--- src/rtl/frame_scanout.sv ---
// Raster timing generator and frame-buffer scanout: one 48-bit word (two pixels) per read, one pixel out per clock.
// Latency RD_LAT+1 from raster position to output; no backpressure, the raster free-runs at the pixel clock.
module frame_scanout #(
  parameter int H_ACTIVE = 640,
  parameter int H_FP     = 16,
  parameter int H_SYNC   = 96,
  parameter int H_BP     = 48,
  parameter int V_ACTIVE = 480,
  parameter int V_FP     = 10,
  parameter int V_SYNC   = 2,
  parameter int V_BP     = 33,
  parameter bit HS_POL   = 1'b0,
  parameter bit VS_POL   = 1'b0,
  parameter int RD_LAT   = 2,
  parameter int ADDR_W   = 19
) (
  input  logic              i_clk24,
  input  logic              i_rst,
  input  logic              i_en,
  output logic [ADDR_W-1:0] o_rd_addr,
  output logic              o_rd_en,
  input  logic [47:0]       i_rd_data,
  output logic              o_hsync,
  output logic              o_vsync,
  output logic              o_de,
  output logic [7:0]        o_pix_r,
  output logic [7:0]        o_pix_g,
  output logic [7:0]        o_pix_b,
  output logic              o_frame_start,
  output logic              o_busy
);

  localparam int H_TOT = H_ACTIVE + H_FP + H_SYNC + H_BP;
  localparam int V_TOT = V_ACTIVE + V_FP + V_SYNC + V_BP;
  localparam int HW    = $clog2(H_TOT + 1);
  localparam int VW    = $clog2(V_TOT + 1);
  localparam int L     = RD_LAT + 1;

  localparam logic [HW-1:0] H_LAST = HW'(H_TOT - 1);
  localparam logic [HW-1:0] H_ACT  = HW'(H_ACTIVE);
  localparam logic [HW-1:0] HS_BEG = HW'(H_ACTIVE + H_FP);
  localparam logic [HW-1:0] HS_END = HW'(H_ACTIVE + H_FP + H_SYNC);
  localparam logic [VW-1:0] V_LAST = VW'(V_TOT - 1);
  localparam logic [VW-1:0] V_ACT  = VW'(V_ACTIVE);
  localparam logic [VW-1:0] VS_BEG = VW'(V_ACTIVE + V_FP);
  localparam logic [VW-1:0] VS_END = VW'(V_ACTIVE + V_FP + V_SYNC);

  typedef enum logic {ST_IDLE, ST_RUN} state_t;

  typedef struct packed {
    logic de;
    logic hs;
    logic vs;
    logic sel;
    logic fs;
  } tag_t;

  state_t            r_state;
  state_t            w_state_nxt;
  logic [HW-1:0]     r_h;
  logic [VW-1:0]     r_v;
  logic [ADDR_W-1:0] r_word;
  logic [ADDR_W-1:0] r_rd_addr;
  logic              r_rd_en;
  tag_t              r_pipe [L];
  logic [23:0]       r_hold;

  logic              w_run;
  logic              w_frame_end;
  logic              w_act;
  logic              w_rd;
  tag_t              w_tag;
  tag_t              w_out;
  logic [23:0]       w_pix;

  always_comb begin
    w_run       = (r_state == ST_RUN);
    w_frame_end = w_run && (r_h == H_LAST) && (r_v == V_LAST);
    w_act       = w_run && (r_h < H_ACT) && (r_v < V_ACT);
    w_rd        = w_act && !r_h[0];
    w_tag       = '0;
    w_tag.de    = w_act;
    w_tag.hs    = w_run && (r_h >= HS_BEG) && (r_h < HS_END);
    w_tag.vs    = w_run && (r_v >= VS_BEG) && (r_v < VS_END);
    w_tag.sel   = r_h[0];
    w_tag.fs    = w_run && (r_h == '0) && (r_v == '0);
  end

  // en only matters in IDLE or on the last raster position, so frames are never cut short.
  always_comb begin
    w_state_nxt = r_state;
    case (r_state)
      ST_IDLE: if (i_en) w_state_nxt = ST_RUN;
      ST_RUN:  if (w_frame_end && !i_en) w_state_nxt = ST_IDLE;
      default: w_state_nxt = ST_IDLE;
    endcase
  end

  always_ff @(posedge i_clk24) begin
    if (i_rst) r_state <= ST_IDLE;
    else       r_state <= w_state_nxt;
  end

  always_ff @(posedge i_clk24) begin
    if (i_rst || !w_run || w_frame_end) begin
      r_h    <= '0;
      r_v    <= '0;
      r_word <= '0;
    end else begin
      if (w_rd) r_word <= r_word + ADDR_W'(1);
      if (r_h == H_LAST) begin
        r_h <= '0;
        r_v <= r_v + VW'(1);
      end else begin
        r_h <= r_h + HW'(1);
      end
    end
  end

  always_ff @(posedge i_clk24) begin
    if (i_rst) begin
      r_rd_en   <= 1'b0;
      r_rd_addr <= '0;
    end else begin
      r_rd_en <= w_rd;
      if (w_rd) r_rd_addr <= r_word;
    end
  end

  always_ff @(posedge i_clk24) begin
    if (i_rst) begin
      for (int i = 0; i < L; i++) r_pipe[i] <= '0;
    end else begin
      r_pipe[0] <= w_tag;
      for (int i = 1; i < L; i++) r_pipe[i] <= r_pipe[i-1];
    end
  end

  assign w_out = r_pipe[L-1];

  // Even pixel comes straight off the memory's output register; the odd one reuses the held upper half.
  always_ff @(posedge i_clk24) begin
    if (i_rst)                       r_hold <= '0;
    else if (w_out.de && !w_out.sel) r_hold <= i_rd_data[47:24];
  end

  assign w_pix         = w_out.sel ? r_hold : i_rd_data[23:0];
  assign o_pix_r       = w_out.de ? w_pix[23:16] : 8'h00;
  assign o_pix_b       = w_out.de ? w_pix[15:8]  : 8'h00;
  assign o_pix_g       = w_out.de ? w_pix[7:0]   : 8'h00;
  assign o_de          = w_out.de;
  assign o_hsync       = w_out.hs ? HS_POL : ~HS_POL;
  assign o_vsync       = w_out.vs ? VS_POL : ~VS_POL;
  assign o_frame_start = w_out.fs;
  assign o_busy        = w_run;
  assign o_rd_en       = r_rd_en & ~i_rst;
  assign o_rd_addr     = r_rd_addr;

endmodule

--- config.mk ---
export PLATFORM = sky130hd
export DESIGN_NAME = frame_scanout
export DESIGN_NICKNAME = d
export VERILOG_FILES = /design/src/rtl/frame_scanout.sv
export SDC_FILE = /design/constraint.sdc
export NUM_CORES = 1
export LEC_CHECK = 0
export ABC_AREA = 0
export ABC_CLOCK_PERIOD_IN_PS = 1900
export CAP_MARGIN = 0
export CORE_ASPECT_RATIO = 1.5
export CORE_MARGIN = 2
export CORE_UTILIZATION = 35
export CTS_CLUSTER_DIAMETER = 120
export CTS_CLUSTER_SIZE = 30
export DETAILED_ROUTE_END_ITERATION = 16
export DONT_BUFFER_PORTS = 1
export PLACE_DENSITY = 0.61
export SLEW_MARGIN = 0
export SYNTH_ARGS = -nofsm -noshare
export SYNTH_HDL_FRONTEND = slang
export SYNTH_SLANG_ARGS = --single-unit
--- constraint.sdc ---
create_clock -name i_clk24 -period 1.9 [get_ports i_clk24]
set_input_delay 0.38 -clock i_clk24 [delete_from_list [all_inputs] [get_ports i_clk24]]
set_output_delay 0.38 -clock i_clk24 [all_outputs]
set_load 0.1 [all_outputs]
---- Word-level counts from Yosys, hierarchy flattened ----
Memory sizes are Yosys's and may differ from the RTL's.
Cells that the tools add are included.
W data, S select, Z words.
storage, ports and cells
  word-level logic and storage cells ...... 62
  register bits ........................... 84
  input port bits ......................... 51
  output and inout bits ................... 49
  bits in writable memories ............... 15
  memories ................................ 1
memory list
  memory  depth  width  rd ports  clocked after memory_dff  write ports  line  text
  r_pipe  3      5      3         0                         3            65    tag_t r_pipe [L];
operators by class
  equality and inequality tests ........... 2
  magnitude comparators ................... 6
  bitwise gates (word level) .............. 6
  multiplexer cells ....................... 15
  reduce and logical (&&, ||, !) cells .... 22
  add/sub/neg operators ................... 3
operator list
  cell                     count
  $mux W24                 1
  $mux W8                  3
  $add A10 B1 Y10 const B  2
  $eq A10 B10 Y1 const B   2
  $logic_not A10 Y1        2
  $lt A10 B10 Y1 const B   2
  $lt A10 B9 Y1 const B    2
  $add A19 B1 Y19 const B  1
  $mux W5                  3
  $logic_and A1 B1 Y1      13
  $ge A10 B10 Y1 const B   1
  $ge A10 B9 Y1 const B    1
  $mux W1                  7
  $logic_not A1 Y1         4
  $or A1 B1 Y1             3
  $logic_or A1 B1 Y1       2
  $not A1 Y1               2
  $pmux W1 S2              1
  $reduce_or A2 Y1         1
  $and A1 B1 Y1            1

---- Logic depth before layout (Yosys ltp) ----
  word-level depth ........................ 6
  mapped depth ............................ 8

---- Least setup slack after synthesis ----
Ideal clock, no wire load.
  kind .................................... register to output
  from .................................... mem r_pipe[0][14] (netlist bit)
  to ...................................... out o_pix_b[0]
  slack ................................... -1.138 ns
  path buffers ............................ 1
  stages on the path, launching flop included .. 3
  required time ........................... 1.520 ns
  data arrival time ....................... 2.658 ns
  cell sequence ........................... dfxtp_1 clkbuf_1 nor2b_1
RTL lines
  what             line  text
  start, declared  65
  end, declared    28    output logic [7:0] o_pix_b,

---- Worst setup path after layout ----
  from .................................... reg r_h[6]
  to ...................................... reg r_v[7]
between the ends
  word-level cells in the longest chain between the ends .. 4
ends and longest elaborated chain
  what                              line     text
  start, declared                   60       logic [HW-1:0] r_h;
  start signal, assigned            115      r_h <= r_h + HW'(1);
  $eq A10 B10 Y1 *                  78, 111
  $logic_and A1 B1 Y1 (2 in a row)  78       w_frame_end = w_run && (r_h == H_LAST) && (r_v == V_LAST);
  $logic_or A1 B1 Y1                105      if (i_rst || !w_run || w_frame_end) begin
  end signal, assigned              113      r_v <= r_v + VW'(1);
  end, declared                     61       logic [VW-1:0] r_v;
Mark *: on every way between the ends. The rest lies on a longest branch, timed or not.
A chain may end at the register's enable or synchronous reset.

==> results.toml <==
[clocking]
cts_setup_buffers = 0
cts_buffers = 9
clkTransAtPathRegs_ns = 0.07
tritoncts = "done"
clk_path_buf_depth = 2
ctsRootBufferMaster = "clkbuf_16"
worstSkewPairLatency_ns = 0.34
clock_sinks = 99
h-tree-depth = 3

[floorplan]
initial_core_util_pct = 35.5
ios = 100
die-area_um2 = 12900
die_w_um = 93.4
fp-row-count = 49
die_h_um = 138
design.core.area_um2 = 11800

[logic_synthesis]
synth-edff-count = 0
synth_top_area_share_pct = 47.2
synthTopCellsByCount = "104 x nand2_1, 99 x dfxtp_1, 47 x a21oi_1, 41 x nor2_1, 36 x nor2b_1"
ys_seq_area_share_pct = 47.2
yosysWarnings = 0
syn_area_um2 = 4200
synth.area.top_cells = "dfxtp_1 47%, nand2_1 9.3%, mux2i_1 6.0%"
netlist_instances = 503
ys_types = 34
yosysTopAreaCell = "dfxtp_1"
synthFlopType = "dfxtp_1"
synth.most_common_cell = "nand2_1"
async_flop_share_pct = 0
synth_nets = 559
post_synth.cell_area_avg_um2 = 8.35
ys_ff_latch = 99

[place]
gp_congestion = 0.834
hpwl_um = 7240
dp_cells = 703
port_buffers = 0

[sta]
clock.fmax_ghz = 0.540
finClkSkew_ns = 0.00522
hold_slack_ns = 0.103
maxSlewViolCount = 0
worst_slew_pin_slew_ns = 0.358
min_period_ns = 1.85
final_hold_viol_count = 0
finalSetupViolations = 0
fin_crit_sh_pct = 97.5
max_slew_margin_pct = 76.0

[grt]
overflow = 0
grt_use_total_pct = 15.6
grt_antenna_before_repair = 0
grt_first_pass_wirelength_um = 16200
grt_start_max_net_pins = 58
grt_pass1_vias = 3522

[worst_setup_path]
cp_slowest_cell = "or4_4"
worstPathArrival_ns = 2.13
worst-path-buf-inv = 1
critical_path_required_ns = 2.17
cp-start-kind = "flop"
path_class = "reg -> reg"
critPathMaxStageDelay_ns = 0.53
cpLargestDelayFamily = "simple AND/OR/NAND/NOR gates"
worstPathMaxFanout = 7
crit_path_end_kind = "flop"
crit_chain = "or2_4 > or4_4 > buf_4 > or3_1 > a21oi_1"

[flow_run]
cap_violations = 0

[route]
vias_per_cell = 4.93
ant_nets = 0
drt_wl_total_um = 10100
vias = 3548
drt_iter0_markers = 151
dr.pass1.iters = 4
wire_per_inst_um = 14.0
drc_errors = 0

[power]
leakage_nw = 2.00
peakVddDrop_v = 0.000438
power_density_nw_per_um2 = 726

[finish]
area_growth_pct = 37.9
drive_gt1_share_pct = 26.3
antenna_cells = 0
final_nets = 618
final_core_util_pct = 48.9
fin_cells = 719

[status]
status = "finished clean"

[worst_hold_path]
min_path_type = "in -> reg"
==> routing by layer <==
| layer | GRT usage [%] | up-vias | wire length, um |
|---|---|---|---|
| li1 | - | 1782 | - |
| met1 | 16.2 | 1655 | 3910 |
| met2 | 27.8 | 94 | 5400 |
| met3 | 4.74 | 17 | 525 |
| met4 | 7.59 | 0 | 236 |
| met5 | 0 | - | 0 |
==> stage by stage <==
step                         TNS, ns  cell area [um^2]  total power, mW  worst slack (ns)
after floorplan                -5.24              4420             2.42            -0.262
after global placement             0              5380             2.49            0.0595
after detailed placement           0              5380             2.50            0.0217
after CTS                 -0.0000505              5680             4.25        -0.0000505
after global routing          -0.187              5790             4.37           -0.0174
final                              0              5790             4.20            0.0476
==> power breakdown <==
group	internal [mW]	switching, mW	total [mW]
logic	0.131	0.218	0.349
registers	2.10	0.0189	2.12
clock network	0.961	0.773	1.73
total	3.19	1.01	4.20
==> cells in the final DEF, fill, tap and decap left out, types with 3 or more instances in the layout <==
master      instances
nor2_1             41
clkinvlp_4          3
ha_1                4
mux2i_2            19
nor3_1             11
and4_1              5
inv_1              12
clkbuf_16          11
buf_4              50
nor2b_1            11
and3_1              4
xor2_1             15
nor4_1              6
dfxtp_1            94
nand2_1           104
nand4_1             8
buf_12             26
o21ai_0             3
mux2i_1             6
dfxtp_4             3
a21oi_1            47
xnor2_1            18
nand3_1            17
nor2b_4            24
==> state kept, by name, summed over array words and instances, names as in the netlist <==
name,count
o_busy,1
r_rd_en,1
r_word,19
r_v,10
r_pipe,15
r_hold,24
r_h,10
o_rd_addr,19
==> logic make-up after synthesis <==
logic type	count (synthesis)	share of synthesized area [%]
AND/OR/NAND/NOR	248	28.2
flip-flops	99	47.2
AO/OA/AOI/OAI	52	6.35
buffers and inverters	41	3.93
XOR/XNOR	33	6.88
multiplexers	25	5.96
adder cells (fa/ha/maj)	5	1.49
==> cell type report <==
cell class	instances	area, um^2
tap	153	191
clock inverter	5	36.3
clock buffer	10	250
sequential	99	2000
fill	1088	6040
timing repair buffer	77	921
inverter	12	45.0
multi-input combinational	363	2350
==> what timing repair did <==
| item | CTS | global route |
|---|---|---|
| endpoints found under the setup margin | 3 | 69 |
| cloned | 0 | 1 |
| gates resized for setup | 4 | 23 |
| endpoints found under the hold margin | 0 | 0 |
| hold buffers | 0 | 0 |
==> worst paths after layout <==
| check | start | end | slack (ns) | cells after the start |
|---|---|---|---|---|
| setup / recovery | r_h[6] | r_v[7] | 0.05 | 5 |
| hold / removal | i_rst | o_rd_addr[2] | 0.10 | 1 |
| setup reg to reg | r_h[6] | r_v[7] | 0.05 | 5 |
| hold reg to reg | r_pipe[0][5] | r_pipe[0][10] | 0.44 | 1 |
Power figures use the tool's default switching activity.
